--- src/rtl/dense_output_stage_pkg.sv ---
`default_nettype none
// ============================================================================
//  Module   : dense_output_stage_pkg
//  Purpose  : Shared defaults, FSM state encoding and saturation limits for
//             the dense classifier output stage.
//  Contents : default sizes, state_t, score saturation constants, and a
//             helper that returns the clamp limits for any score width.
//  Revision : 1.0  initial release
// ============================================================================
package dense_output_stage_pkg;

    localparam int WORD_SIZE_DEF = 32;
    localparam int NEURONS_DEF   = 10;
    localparam int ADR_SIZE_DEF  = 4;
    localparam int INPUTS_DEF    = 128;
    localparam int CNT_SIZE_DEF  = 8;
    localparam int ACC_SIZE_DEF  = 40;

    typedef enum logic [2:0] {
        ST_IDLE  = 3'd0,
        ST_ACCUM = 3'd1,
        ST_BIAS  = 3'd2,
        ST_CMP   = 3'd3,
        ST_DONE  = 3'd4
    } state_t;

    // Clamp limits of a default-width score.
    localparam logic [WORD_SIZE_DEF-1:0] c_score_max = {1'b0, {(WORD_SIZE_DEF-1){1'b1}}};
    localparam logic [WORD_SIZE_DEF-1:0] c_score_min = {1'b1, {(WORD_SIZE_DEF-1){1'b0}}};

    // Upper clamp limit of a w-bit signed score, as a 64-bit signed value.
    function automatic longint sat_hi(input int w);
        return (longint'(1) <<< (w - 1)) - 1;
    endfunction

    // Lower clamp limit of a w-bit signed score, as a 64-bit signed value.
    function automatic longint sat_lo(input int w);
        return -(longint'(1) <<< (w - 1));
    endfunction

endpackage
`default_nettype wire

--- src/rtl/dense_output_stage_if.sv ---
`default_nettype none
// ============================================================================
//  Module   : dense_output_stage_if
//  Purpose  : Bundles the product stream, bias LUT port and result signals of
//             the dense output stage.
//  Ports    : start, prodIn/prodValid/prodReady (product stream),
//             biasAdr/biasData (combinational bias LUT),
//             scoreOut/scoreIdx/scoreValid (per-neuron score strobe),
//             classOut/done/busy (inference result and status).
//  Modports : slave  - the output stage itself
//             master - the surrounding logic (MAC array, LUT, readout)
//  Revision : 1.0  initial release
// ============================================================================
interface dense_output_stage_if #(
    parameter int WORD_SIZE = 32,
    parameter int ADR_SIZE  = 4
);
    logic                 start;
    logic [WORD_SIZE-1:0] prodIn;
    logic                 prodValid;
    logic                 prodReady;
    logic [ADR_SIZE-1:0]  biasAdr;
    logic [WORD_SIZE-1:0] biasData;
    logic [WORD_SIZE-1:0] scoreOut;
    logic [ADR_SIZE-1:0]  scoreIdx;
    logic                 scoreValid;
    logic [ADR_SIZE-1:0]  classOut;
    logic                 done;
    logic                 busy;

    modport slave (
        input  start, prodIn, prodValid, biasData,
        output prodReady, biasAdr, scoreOut, scoreIdx, scoreValid,
               classOut, done, busy
    );

    modport master (
        output start, prodIn, prodValid, biasData,
        input  prodReady, biasAdr, scoreOut, scoreIdx, scoreValid,
               classOut, done, busy
    );
endinterface
`default_nettype wire

--- src/rtl/dense_output_stage_sat_add.sv ---
`default_nettype none
// ============================================================================
//  Module   : sat_add
//  Purpose  : Combinational signed add of an ACC_SIZE accumulator and a
//             WORD_SIZE addend, clamped to the WORD_SIZE signed range.
//  Ports    : acc    in  ACC_SIZE   signed accumulator
//             addend in  WORD_SIZE  signed addend (e.g. bias)
//             sum    out WORD_SIZE  saturated result
//  Revision : 1.0  initial release
// ============================================================================
module sat_add #(
    parameter int ACC_SIZE  = 40,
    parameter int WORD_SIZE = 32
) (
    input  wire logic [ACC_SIZE-1:0]  acc,
    input  wire logic [WORD_SIZE-1:0] addend,
    output logic      [WORD_SIZE-1:0] sum
);
    // One extra bit so the full add can never overflow before clamping.
    localparam int SUM_W = ACC_SIZE + 1;

    localparam logic signed [SUM_W-1:0] c_hi = {{(SUM_W-WORD_SIZE+1){1'b0}}, {(WORD_SIZE-1){1'b1}}};
    localparam logic signed [SUM_W-1:0] c_lo = {{(SUM_W-WORD_SIZE+1){1'b1}}, {(WORD_SIZE-1){1'b0}}};

    logic signed [SUM_W-1:0] w_sum;

    assign w_sum = $signed({acc[ACC_SIZE-1], acc})
                 + $signed({{(SUM_W-WORD_SIZE){addend[WORD_SIZE-1]}}, addend});

    always_comb begin
        sum = w_sum[WORD_SIZE-1:0];
        if (w_sum > c_hi) begin
            sum = c_hi[WORD_SIZE-1:0];
        end else if (w_sum < c_lo) begin
            sum = c_lo[WORD_SIZE-1:0];
        end
    end
endmodule
`default_nettype wire

--- src/rtl/dense_output_stage.sv ---
`default_nettype none
// ============================================================================
//  Module   : dense_output_stage
//  Purpose  : Output-layer sequencer of the dense classifier. Accumulates
//             INPUTS signed products per neuron, adds the neuron's bias from
//             the external LUT, saturates to a WORD_SIZE score, and tracks the
//             running argmax over NEURONS neurons.
//  Ports    : clk   in  rising-edge clock
//             rstn  in  asynchronous active-low reset
//             bus   slave modport of dense_output_stage_if (product stream,
//                   bias LUT port, score strobe, class/done/busy)
//  Revision : 1.0  initial release
// ============================================================================
module dense_output_stage
    import dense_output_stage_pkg::*;
#(
    parameter int WORD_SIZE = WORD_SIZE_DEF,
    parameter int NEURONS   = NEURONS_DEF,
    parameter int ADR_SIZE  = ADR_SIZE_DEF,
    parameter int INPUTS    = INPUTS_DEF,
    parameter int CNT_SIZE  = CNT_SIZE_DEF,
    parameter int ACC_SIZE  = ACC_SIZE_DEF
) (
    input  wire logic           clk,
    input  wire logic           rstn,
    dense_output_stage_if.slave bus
);
    state_t r_state;
    state_t w_state_next;

    logic [ADR_SIZE-1:0]  r_neuron;
    logic [CNT_SIZE-1:0]  r_cnt;
    logic [ACC_SIZE-1:0]  r_acc;
    logic [WORD_SIZE-1:0] r_score;
    logic [ADR_SIZE-1:0]  r_score_idx;
    logic [WORD_SIZE-1:0] r_best;
    logic [ADR_SIZE-1:0]  r_best_idx;
    logic [ADR_SIZE-1:0]  r_class;

    logic                 w_ready;
    logic                 w_score_valid;
    logic                 w_done;
    logic                 w_busy;
    logic                 w_accept;
    logic                 w_last_prod;
    logic                 w_last_neuron;
    logic                 w_better;
    logic [WORD_SIZE-1:0] w_sat;
    logic [ACC_SIZE-1:0]  w_prod_sext;

    assign w_last_prod   = (r_cnt == CNT_SIZE'(INPUTS - 1));
    assign w_last_neuron = (r_neuron == ADR_SIZE'(NEURONS - 1));
    assign w_accept      = w_ready && bus.prodValid;
    assign w_prod_sext   = {{(ACC_SIZE-WORD_SIZE){bus.prodIn[WORD_SIZE-1]}}, bus.prodIn};
    // Neuron 0 always seeds the argmax; strict compare keeps the lower index on ties.
    assign w_better      = (r_neuron == '0) || ($signed(r_score) > $signed(r_best));

    sat_add #(
        .ACC_SIZE  (ACC_SIZE),
        .WORD_SIZE (WORD_SIZE)
    ) u_sat_add (
        .acc    (r_acc),
        .addend (bus.biasData),
        .sum    (w_sat)
    );

    // ------------------------------------------------------------------
    // FSM state register
    // ------------------------------------------------------------------
    always_ff @(posedge clk or negedge rstn) begin
        if (!rstn) begin
            r_state <= ST_IDLE;
        end else begin
            r_state <= w_state_next;
        end
    end

    // ------------------------------------------------------------------
    // FSM next state and state-decoded outputs
    // ------------------------------------------------------------------
    always_comb begin
        w_state_next  = r_state;
        w_ready       = 1'b0;
        w_score_valid = 1'b0;
        w_done        = 1'b0;
        w_busy        = 1'b1;
        case (r_state)
            ST_IDLE: begin
                w_busy = 1'b0;
                if (bus.start) begin
                    w_state_next = ST_ACCUM;
                end
            end
            ST_ACCUM: begin
                w_ready = 1'b1;
                if (bus.prodValid && w_last_prod) begin
                    w_state_next = ST_BIAS;
                end
            end
            ST_BIAS: begin
                w_state_next = ST_CMP;
            end
            ST_CMP: begin
                w_score_valid = 1'b1;
                w_state_next  = w_last_neuron ? ST_DONE : ST_ACCUM;
            end
            ST_DONE: begin
                w_done       = 1'b1;
                w_state_next = ST_IDLE;
            end
            default: begin
                w_busy       = 1'b0;
                w_state_next = ST_IDLE;
            end
        endcase
    end

    // ------------------------------------------------------------------
    // Datapath: accumulator, score, argmax, class
    // ------------------------------------------------------------------
    always_ff @(posedge clk or negedge rstn) begin
        if (!rstn) begin
            r_neuron    <= '0;
            r_cnt       <= '0;
            r_acc       <= '0;
            r_score     <= '0;
            r_score_idx <= '0;
            r_best      <= '0;
            r_best_idx  <= '0;
            r_class     <= '0;
        end else begin
            case (r_state)
                ST_IDLE: begin
                    if (bus.start) begin
                        r_neuron   <= '0;
                        r_cnt      <= '0;
                        r_acc      <= '0;
                        r_best_idx <= '0;
                        r_class    <= '0;
                    end
                end
                ST_ACCUM: begin
                    // Accumulator wraps silently; ACC_SIZE has 8 guard bits,
                    // enough for up to 256 full-scale products.
                    if (w_accept) begin
                        r_acc <= r_acc + w_prod_sext;
                        r_cnt <= r_cnt + CNT_SIZE'(1);
                    end
                end
                ST_BIAS: begin
                    // Score and its index change together so both hold
                    // steady from this CMP until the next one.
                    r_score     <= w_sat;
                    r_score_idx <= r_neuron;
                end
                ST_CMP: begin
                    if (w_better) begin
                        r_best     <= r_score;
                        r_best_idx <= r_neuron;
                    end
                    if (w_last_neuron) begin
                        // Include this cycle's compare result in the class.
                        r_class <= w_better ? r_neuron : r_best_idx;
                    end else begin
                        r_neuron <= r_neuron + ADR_SIZE'(1);
                        r_acc    <= '0;
                        r_cnt    <= '0;
                    end
                end
                default: begin
                end
            endcase
        end
    end

    assign bus.prodReady  = w_ready;
    assign bus.scoreValid = w_score_valid;
    assign bus.done       = w_done;
    assign bus.busy       = w_busy;
    assign bus.biasAdr    = r_neuron;
    assign bus.scoreOut   = r_score;
    assign bus.scoreIdx   = r_score_idx;
    assign bus.classOut   = r_class;

endmodule
`default_nettype wire

--- src/flat_wrapper.sv ---
// flat-port wrapper written by rule: the top's interface ports become plain ports
module dense_output_stage_flat import dense_output_stage_pkg::*;
#(
    parameter int WORD_SIZE = WORD_SIZE_DEF,
    parameter int NEURONS   = NEURONS_DEF,
    parameter int ADR_SIZE  = ADR_SIZE_DEF,
    parameter int INPUTS    = INPUTS_DEF,
    parameter int CNT_SIZE  = CNT_SIZE_DEF,
    parameter int ACC_SIZE  = ACC_SIZE_DEF
)
  (clk, rstn, bus_start, bus_prodIn, bus_prodValid, bus_biasData, bus_prodReady, bus_biasAdr, bus_scoreOut, bus_scoreIdx, bus_scoreValid, bus_classOut, bus_done, bus_busy);
  dense_output_stage_if #(.WORD_SIZE(WORD_SIZE), .ADR_SIZE(ADR_SIZE)) bus_i ();
  input  wire logic clk;
  input  wire logic rstn;
  input wire logic [$bits(bus_i.start)-1:0] bus_start;
  input wire logic [$bits(bus_i.prodIn)-1:0] bus_prodIn;
  input wire logic [$bits(bus_i.prodValid)-1:0] bus_prodValid;
  input wire logic [$bits(bus_i.biasData)-1:0] bus_biasData;
  output wire logic [$bits(bus_i.prodReady)-1:0] bus_prodReady;
  output wire logic [$bits(bus_i.biasAdr)-1:0] bus_biasAdr;
  output wire logic [$bits(bus_i.scoreOut)-1:0] bus_scoreOut;
  output wire logic [$bits(bus_i.scoreIdx)-1:0] bus_scoreIdx;
  output wire logic [$bits(bus_i.scoreValid)-1:0] bus_scoreValid;
  output wire logic [$bits(bus_i.classOut)-1:0] bus_classOut;
  output wire logic [$bits(bus_i.done)-1:0] bus_done;
  output wire logic [$bits(bus_i.busy)-1:0] bus_busy;
  assign bus_i.start = bus_start;
  assign bus_i.prodIn = bus_prodIn;
  assign bus_i.prodValid = bus_prodValid;
  assign bus_i.biasData = bus_biasData;
  assign bus_prodReady = bus_i.prodReady;
  assign bus_biasAdr = bus_i.biasAdr;
  assign bus_scoreOut = bus_i.scoreOut;
  assign bus_scoreIdx = bus_i.scoreIdx;
  assign bus_scoreValid = bus_i.scoreValid;
  assign bus_classOut = bus_i.classOut;
  assign bus_done = bus_i.done;
  assign bus_busy = bus_i.busy;
  dense_output_stage #(.WORD_SIZE(WORD_SIZE), .NEURONS(NEURONS), .ADR_SIZE(ADR_SIZE), .INPUTS(INPUTS), .CNT_SIZE(CNT_SIZE), .ACC_SIZE(ACC_SIZE)) u_core (.clk(clk), .rstn(rstn), .bus(bus_i));
endmodule
--- config.mk ---
export PLATFORM = sky130hd
export DESIGN_NAME = dense_output_stage_flat
export DESIGN_NICKNAME = d
export VERILOG_FILES = /design/src/rtl/dense_output_stage_pkg.sv /design/src/rtl/dense_output_stage_if.sv /design/src/rtl/dense_output_stage_sat_add.sv /design/src/rtl/dense_output_stage.sv /design/src/flat_wrapper.sv
export SDC_FILE = /design/constraint.sdc
export NUM_CORES = 1
export LEC_CHECK = 0
export CAP_MARGIN = 40
export CORE_ASPECT_RATIO = 0.9
export CORE_UTILIZATION = 58
export CTS_CLUSTER_SIZE = 30
export DETAILED_ROUTE_END_ITERATION = 16
export PLACE_DENSITY = 0.82
export SLEW_MARGIN = 40
export SYNTH_ARGS = -nofsm -noshare
export SYNTH_HDL_FRONTEND = slang
export SYNTH_SLANG_ARGS = --single-unit
--- constraint.sdc ---
create_clock -name clk -period 4.3 [get_ports clk]
set_input_delay 0.645 -clock clk [delete_from_list [all_inputs] [get_ports clk]]
set_output_delay 0.645 -clock clk [all_outputs]
set_load 0.05 [all_outputs]
==> metrics.txt, run 1 <==
outcome completed; Fmax achieved between 0.2 and 0.3 GHz; CP max stage delay between 0.4 and 0.5 ns; Static Leak ~5.6 nW; Final Non-Filler Cells approximately 1.5k; synthesized flop and latch total approximately 130; Syn Std Cell Area about 11000 um^2; CP delay by family, top compound AO/OA/AOI/OAI gates; drc violations 0; ys async rst share 100%; RSZ-0062 raised after global routing no; clock sink total 131; CP Max Fanout 31; initial drt markers approximately 740; starting density of the core approximately three fifths; Final min period about 3.9 ns; Root Buffer clkbuf_16; io pins approximately 120; cell area power density about 600 nW/um^2; drt pass-1 iters 5; CTS Buffer Depth 2; WS Path Type in2reg; antenna violations before repair 0; Cell Rows 46; clock latency on the worst-skew pair ~0.43 ns; Final #Nets roughly 1.5k; grt ovf 0; total wire length between 20 and 30 mm; prevailing post-synth register cell dfrtp_1; WP depth 15; CTS tree done; Max Clock Skew 0.00935 ns; via count 9518; H-tree level count 4; DR WL/cell between 15 and 20 um; kind of end point of the critical path flop; vias in the first global route slightly above 9k; R2R depth 12; clock-pin slew on the worst setup and hold paths 0.06 ns; CP max stage cell clkdlybuf4s50_1; Hold-fix buffers, CTS 0; IO buf count approximately 120; synth unique cells 81; DPL Wire Length between 20 and 25 mm; crit path cell chain clkdlybuf4s50_1, ha_1, inv_1, fa_1, nand2b_1, a21oi_1, o211a_1, o21ai_1, a31oi_1, a31o_1, xnor2_1, nand4_1, o31ai_4, buf_12, o22ai_2; gp weighted congestion 0.914; Vias/cell 6.18; Fillers between 1k and 1.5k; Worst EP arrival roughly 4.2 ns; Tot Pwr roughly 7.7 mW; Syn Inst Count 1176; Max-Cap Viols 0; synth-to-layout area growth 19.0%; core box area 17700 um^2; setup bufs post-CTS 0; Antenna Nets Post-Route 0; period utilisation layout 90.0%; post-synth top area share 31.1%; dpl cells 1507; Resized cells post-CTS 0; die width 144 um; die height roughly 130 um; Tot GR Track Use a little under a third; setup TNS 0 ns; syn nets about 1.4k; largest cells by area after synthesis dfrtp_1 31%, ha_1 14%, o21ai_0 4.8%; CP Buf/Inv Count 3; peak supply drop between 0.3 and 0.4 mV; EDFF count, synth 0; pin count of the biggest net entering global routing a little under 70; CTS Buf Count 17; Yosys warnings 0; CP startpoint kind primary input; layout cell share with drive strength beyond 1 between 8 and 9%; Final Setup Violations 0; final hold vios 0; first-pass GRT wire length approximately 45 mm; final count of pins violating max slew 0; n_diodes 0; sequential fraction of the synthesis area just over 30%; worst rel slew slack 57.6%; die area around 19000 um^2; min-delay worst type in2async; CP required 4.59 ns; Worst Tran Pin Value 0.637 ns; synthesized area per cell roughly 9.0 um^2; Yosys top cell by area dfrtp_1
## per-layer routing
layer | up-vias | track usage (%) | part of all wire [%]
met5 | - | 0 | 0
met4 | 0 | 10.1 | 2.3
met3 | 59 | 5.28 | 6.3
met2 | 358 | 49.6 | 45
met1 | 4535 | 42.6 | 46
li1 | 4566 | - | -
## flip-flops by register name, indices dropped and copies added (netlist names)
name,flops
u_core.r_cnt,8
u_core.r_best,32
u_core.bus.classOut,4
u_core.r_state,3
u_core.bus.biasAdr,4
u_core.r_best_idx,4
u_core.r_acc,40
u_core.bus.scoreOut,32
u_core.bus.scoreIdx,4
## logic make-up after synthesis
group	Yosys count	share of synthesized area, %
fa+ha+maj	117	14.0
simple gates	324	14.5
mux	38	4.01
compound gates	404	26.8
xor+xnor	71	5.90
buf+inv	91	3.69
flops	131	31.1
## path summary, 6_finish.rpt
kind                                             start                      end  slack [ns]
worst max-delay path                   bus_biasData[0]  u_core.bus.scoreOut[22]        0.43
worst min-delay path                              rstn   u_core.bus.classOut[1]        0.21
worst max register to register  u_core.bus.scoreOut[9]        u_core.r_best[21]        0.60
worst min register to register  u_core.bus.classOut[2]   u_core.bus.classOut[2]        0.48
max in group asynchronous                         rstn         u_core.r_acc[11]        3.32
min in group clk                u_core.bus.classOut[2]   u_core.bus.classOut[2]        0.48
## metrics by stage
step | hold slack, ns | utilization, % | setup slack [ns] | cell area, um^2
floorplan | 0.349 | - | 0.795 | 10500
global placement | 0.466 | 67.4 | 0.108 | 11900
detailed placement | 0.473 | 67.4 | 0.0133 | 11900
CTS | 0.230 | 70.7 | 0.446 | 12500
global route | 0.253 | 70.7 | 0.205 | 12500
finish | 0.208 | 70.7 | 0.432 | 12500
## area by class of cell
class,count,area (um^2),area share (%)
Clock buffer,19,443,3.53
Clock inverter,13,150,1.20
Inverter,55,206,1.65
Multi-Input combinational cell,954,6880,54.9
Sequential cell,131,3280,26.1
Tap cell,240,300,2.39
Timing Repair Buffer,127,1280,10.2
## where the power goes
part | leakage, nW | switching [mW] | total (mW) | internal [mW]
registers | 1.56 | 0.266 | 1.72 | 1.45
logic | 3.77 | 2.59 | 4.48 | 1.88
clock network | 0.290 | 0.600 | 1.48 | 0.879
total | 5.63 | 3.46 | 7.67 | 4.22
## cells in the mapped netlist (4+ instances only)
cell type,n
and2_1,11
or2_2,5
mux2_1,22
nand3b_1,4
o22ai_2,30
inv_1,54
nor2_1,96
a31oi_1,11
a21oi_1,85
mux2i_1,4
mux2_2,12
clkbuf_1,27
o21bai_1,11
buf_6,6
o211ai_1,5
o21ai_0,100
nand3_1,18
or3_1,8
nand4_1,22
nor3_1,16
xnor2_1,39
o21a_1,16
nand2_1,100
xor2_1,32
a211o_1,6
a22o_1,5
a211oi_1,14
nand2b_1,13
and3_1,11
a21o_1,39
dfrtp_1,131
o21ai_1,18
ha_1,115
o31ai_1,13
nor2b_1,9
## worst register-to-register path, delay by kind of cell, from the launching register on
| kind | cells | cell delay [ns] |
|---|---|---|
| buffers and inverters | 1 | 0.30 |
| DFF | 1 | 0.44 |
| muxes | 1 | 0.38 |
| adders and majority gates | 1 | 0.33 |
| and+or+nand+nor | 3 | 0.45 |
| AOI/OAI and AO/OA | 6 | 1.69 |
## cells in the final DEF, fill, tap and decap left out, types with 22 or more instances in the layout
| cell | n |
|---|---|
| dfrtp_1 | 131 |
| ha_1 | 115 |
| clkdlybuf4s50_1 | 114 |
| o21ai_0 | 100 |
| nand2_1 | 100 |
| nor2_1 | 96 |
| a21oi_1 | 85 |
| inv_1 | 54 |
| xnor2_1 | 39 |
| a21o_1 | 39 |
| xor2_1 | 32 |
| o22ai_2 | 30 |
| nand4_1 | 22 |
| mux2_1 | 22 |
Note: power is estimated with default switching activity, not from simulation.
==> inputs of run 2 (changes only) <==
CORE_UTILIZATION = 59   (was 58)
CTS_BUF_LIST = sky130_fd_sc_hd__clkbuf_4   (was default)
PLACE_DENSITY = 0.83   (was 0.82)
==> run 2 against run 1 <==
  * Combinational power about the same
  * Fmax increased by 1.7%
  * Register-to-register slack gained 0.02 ns
  * Via count fell by 0.54%
  * Global-route usage is 1.0 points lower
  * Sequential power hardly changed
  * Routed wire length shrank 4.6%
  * Flip-flop and latch count unchanged
  * Clock power fell by 41%
  * Utilization rose by 0.53 points
  * Critical path depth is the same
  * Non-clock buffer count grew 2
  * Critical path type unchanged
  * Highest routed layer unchanged
==> metrics.txt, run 2 (synthesis gave the netlist of run 1 again) <==
outcome completed; CTS Buffer Depth 2; layout cell share with drive strength beyond 1 8.61%; WS Path Type in2reg; n_diodes 0; Fillers 1371; dpl cells roughly 1.5k; setup bufs post-CTS 0; Root Buffer clkbuf_4; io pins ~120; via count between 9k and 10k; Fmax achieved ~0.26 GHz; Vias/cell slightly above 6; die area around 18000 um^2; synth-to-layout area growth 16.2%; CP required 4.75 ns; worst flop-to-flop path startpoint u_core.r_acc[0]; Max Clock Skew 0.0401 ns; Worst EP arrival roughly 4.3 ns; DR WL/cell around 17 um; commonest non-fill, non-tap cell in the layout dfrtp_1; H-tree level count 4; initial drt markers about 790; final count of pins violating max slew 0; antenna violations before repair 0; core box area roughly 17000 um^2; starting density of the core between 60 and 70%; grt ovf 0; drt pass-1 iters 6; drc violations 0; worst rel slew slack between 50% and 60%; die width about 140 um; Resized cells post-CTS 0; Max-Cap Viols 0; Hold-fix buffers, CTS 0; CP startpoint kind primary input; hold_ws 0.0844 ns; clock sink total about 130; CTS Buf Count 17; cell area power density 576 nW/um^2; Static Leak ~5.5 nW; first-pass GRT wire length 43.5 mm; Final Non-Filler Cells roughly 1.5k; RSZ-0062 raised after global routing no; peak supply drop 0.381 mV; clock-pin slew on the worst setup and hold paths around 0.15 ns; final hold vios 0; vias in the first global route 8993; Final Setup Violations 0; IO buf count around 120; Worst Tran Pin Value slightly above 0.7 ns; Antenna Nets Post-Route 0; Tot GR Track Use 30.0%; Largest register FFs 40; DPL Wire Length around 20 mm; min-delay worst type in2async; Cell Rows 45; setup TNS 0 ns; Final min period between 3 and 4 ns; period utilisation layout ~89%; clock latency on the worst-skew pair around 0.59 ns; total wire length between 20 and 30 mm; commonest non-fill, non-tap cells in the layout 131 x dfrtp_1, 115 x ha_1, 114 x clkdlybuf4s50_1, 100 x o21ai_0, 100 x nand2_1; Final #Nets approximately 1.5k; critical path launch point bus_biasData[0]; Tot Pwr 7.05 mW; gp weighted congestion around 0.94; pin count of the biggest net entering global routing 76; kind of end point of the critical path flop; most flop-heavy register u_core.r_acc; CTS tree done; die height between 100 and 150 um; CP Max Fanout 31
[run 2: changes by cell type in the layout (fill, tap and decap cells not counted), sizes merged]
cell,previous run,this run
buf,13,15
clkbuf,19,17
clkinvlp,1,3
[run 2: routing by layer]
metal	share of wire, %	GRT usage [%]	vias to the layer above
met1	46	42.1	4542
met3	6.6	4.61	30
met5	0	0	-
met4	1.3	7.27	0
met2	46	48.5	328
li1	-	-	4567
[run 2: critical path, stage by stage]
cell and delay, ns:
clkdlybuf4s50_1 0.51, ha_1 0.24, inv_1 0.07, fa_1 0.40, nand2b_1 0.19, a21oi_1 0.28, o211a_1 0.23, o21ai_1 0.12
a211oi_1 0.31, o21ai_0 0.16, a211oi_1 0.23, nand4_1 0.17, o31ai_4 0.29, buf_12 0.26, o22ai_2 0.12
[run 2: path summary, 6_finish.rpt]
kind,slack [ns],to,cells after the start
setup / recovery,0.49,u_core.bus.scoreOut[8],15
hold / removal,0.08,u_core.bus.biasAdr[3],1
setup reg to reg,0.62,u_core.bus.scoreOut[8],14
hold reg to reg,0.50,u_core.r_best_idx[3],1
max in group asynchronous,3.45,u_core.bus.biasAdr[1],2
min in group clk,0.50,u_core.r_best_idx[3],1
[run 2: area by class of cell]
type                            instances  area (um^2)  area share (%)
Multi-Input combinational cell        954         6880            56.2
Sequential cell                       131         3280            26.8
Timing Repair Buffer                  129         1290            10.6
Tap cell                              235          294            2.40
Inverter                               55          206            1.69
Clock inverter                         15          156            1.28
Clock buffer                           17          128            1.04
[run 2: power breakdown]
group / total, mW / switching, mW / internal, mW
combinational: 4.47 / 2.57 / 1.89
sequential: 1.72 / 0.267 / 1.45
clock: 0.872 / 0.524 / 0.348
[run 2: stage by stage]
stage               area (um^2)  setup slack [ns]  utilization (%)
finish                    12200             0.494             71.3
global placement          12000            0.0846             69.6
floorplan                 10500             0.795                -
detailed placement        12000           -0.0307             69.6
CTS                       12200             0.545             71.3
global route              12200             0.307             71.3
==> inputs of run 3 (changes only) <==
CORE_UTILIZATION = 65   (was 59)
DONT_BUFFER_PORTS = 1   (was default)
PLACE_DENSITY = 0.81   (was 0.83)
==> run 3 against run 2 <==
  * The run now ends with negative hold slack left
  * Total power shrank 1.8%
  * Sequential power is essentially flat
  * Critical path depth shrank 3
  * Clock power grew 7.0%
  * Die area shrank 9.1%
  * Flip-flop and latch count is the same
  * Clock skew shrank 0.020 ns
  * Critical path type is now reg2reg
==> metrics.txt, run 3 (synthesis gave the netlist of run 1 again) <==
Sw Ratio between 40% and 50%; CP required ~4.8 ns; Final #Nets approximately 1.4k; GR Layer Usage met1 approximately 43%; Largest register FFs 40; CTS Buf Count 17; setup TNS 0 ns; Final Setup Violations 0; pin count of the biggest net entering global routing roughly 130; initial drt markers between 600 and 700; IO buf count 0; Antenna Nets Post-Route 0; RSZ-0062 raised after global routing no; Worst Tran Pin Value ~0.69 ns; Sequential cell area between 3000 and 4000 um^2; drt pass-1 iters 8; outcome complete, but fails checks; io pins around 120; Worst EP arrival approximately 4.5 ns; Max-Cap Viols 0; synth-to-layout area growth 5.55%; die area roughly 17000 um^2; kind of end point of the critical path flop; critical path launch point u_core.bus.scoreOut[9]; grt ovf 0; R2R depth 12; NetSw 3.29 mW; dpl cells between 1k and 1.5k; core box area approximately 16000 um^2; cell mode on critical path a21oi_1; drc violations 0; GRT busiest layer met2; antenna violations before repair 1; CP delay by family, top compound AO/OA/AOI/OAI gates; CTS tree done; H-tree level count 4; layout cell share with drive strength beyond 1 just under 10%; CP Buf/Inv Count 1; Tot GR Track Use between 30 and 40%; clock-pin slew on the worst setup and hold paths roughly 0.13 ns; violated checks negative hold slack; commonest non-fill, non-tap cells in the layout 131 x dfrtp_1, 115 x ha_1, 100 x o21ai_0, 100 x nand2_1, 96 x nor2_1; worst reg-to-reg setup slack about 0.3 ns; period utilisation layout 93.2%; die height ~120 um; via count between 9k and 10k; DR WL/cell 18.6 um; DPL Wire Length slightly below 20 mm; hold_ws -0.0458 ns; Resized cells post-CTS 0; CP max stage delay 0.73 ns; gp weighted congestion around 0.94; Fillers 1231; final hold vios 29; die width 136 um; peak supply drop approximately 0.37 mV; Root Buffer clkbuf_4; final count of pins violating max slew 0; worst rel slew slack a little over half; RR Endpoint u_core.r_best[12]; CP startpoint kind flop; CTS Buffer Depth 2; grt met3 use a little under a tenth; clock sink total approximately 130; Final Cell Area about 11000 um^2; commonest non-fill, non-tap cell in the layout dfrtp_1; Clock power frac ~14%; cell area power density a little over 600 nW/um^2; clock latency on the worst-skew pair roughly 0.6 ns; first-pass GRT wire length between 40 and 50 mm; Final min period 4.01 ns; Internal Power 3.64 mW; WS Path Type reg2reg; CP Max Fanout 31; worst flop-to-flop path startpoint u_core.bus.scoreOut[9]; vias in the first global route around 8.6k; met2 usage roughly 50%; Vias/cell 6.46; total wire length ~26 mm; CP max stage cell dfrtp_1; Multi-input gate area approximately 6900 um^2; crit path cell chain ha_1, a21oi_1, nor2b_1, o21ai_0, a21oi_1, o2111a_1, o31ai_1, nand3_1, o211ai_1, nand2_1, buf_4, mux2_1; Logic pwr share about three fifths; min-delay worst type in2async; Fmax achieved about 0.25 GHz; Static Leak between 5 and 6 nW; Cell Rows between 40 and 50; placed inst area ~11000 um^2; starting density of the core 67.5%; Max Clock Skew ~0.020 ns; register share of total power 24.9%; most flop-heavy register u_core.r_acc; Final Non-Filler Cells between 1k and 1.5k
==> run 3: cell count changes in the layout (fill, tap and decap cells not counted), moves of 2 or more <==
cell	change
clkdlybuf4s50_1	-114
buf_4	+7
buf_12	-2
clkinv_4	+2
==> run 3: metrics by stage <==
step | utilization (%) | setup slack [ns] | power (mW) | hold slack (ns)
after floorplan | - | 0.795 | 5.08 | 0.349
after global placement | 69.1 | 0.510 | 5.79 | 0.353
after detailed placement | 69.1 | 0.390 | 5.90 | 0.353
after CTS | 71.3 | 0.314 | 6.86 | 0.00101
after global routing | 71.3 | 0.137 | 7.48 | 0.00592
final | 71.3 | 0.294 | 6.93 | -0.0458
==> run 3: routing by layer <==
layer | routed length [um] | vias to the layer above | part of all wire, %
met5 | 0 | - | 0
li1 | - | 4361 | -
met4 | 676 | 0 | 2.6
met2 | 11400 | 299 | 44
met3 | 2060 | 51 | 7.9
met1 | 11800 | 4291 | 45
==> run 3: worst reg2reg max path: cells and delay by family (launching register included) <==
kind | cells | cell delay (ns)
mux | 1 | 0.40
buf+inv | 1 | 0.31
compound gates | 6 | 1.63
flops | 1 | 0.73
simple gates | 3 | 0.45
fa+ha+maj | 1 | 0.35
==> run 3: worst max path at each step <==
stage                               to  cells past startpoint  slack (ns)
2_1_floorplan  u_core.bus.scoreOut[22]                     14        0.80
3_3_place_gp   u_core.bus.scoreOut[17]                     14        0.51
3_5_place_dp         u_core.r_best[12]                     12        0.39
4_1_cts              u_core.r_best[12]                     12        0.31
5_1_grt              u_core.r_best[12]                     12        0.14
6_report             u_core.r_best[12]                     12        0.29
==> run 3: cell type report <==
type                    instances  share of cell area [%]
diodes                          1                  0.0225
multi-input cells             954                    62.0
well taps                     202                    2.27
repair buffers                 20                    1.64
flip-flops and latches        131                    29.5
clock buffers                  17                    1.15
inverters                      55                    1.86
clock inverters                14                    1.61
==> run 3: power by group through the flow <==
stage	Sequential (mW)	Clock [mW]	Combinational (mW)
after floorplan	1.63	0	3.45
after global placement	1.72	0	4.07
after detailed placement	1.74	0	4.16
after CTS	1.71	0.940	4.21
after global routing	1.75	1.00	4.73
final	1.72	0.933	4.27
==> run 3: repair_timing <==
| action | CTS | global route |
|---|---|---|
| endpoints found under the setup margin | 0 | 0 |
| hold buffers | 1 | 0 |
| hold endpoints to repair | 131 | 0 |
| setup buffers | 0 | 0 |
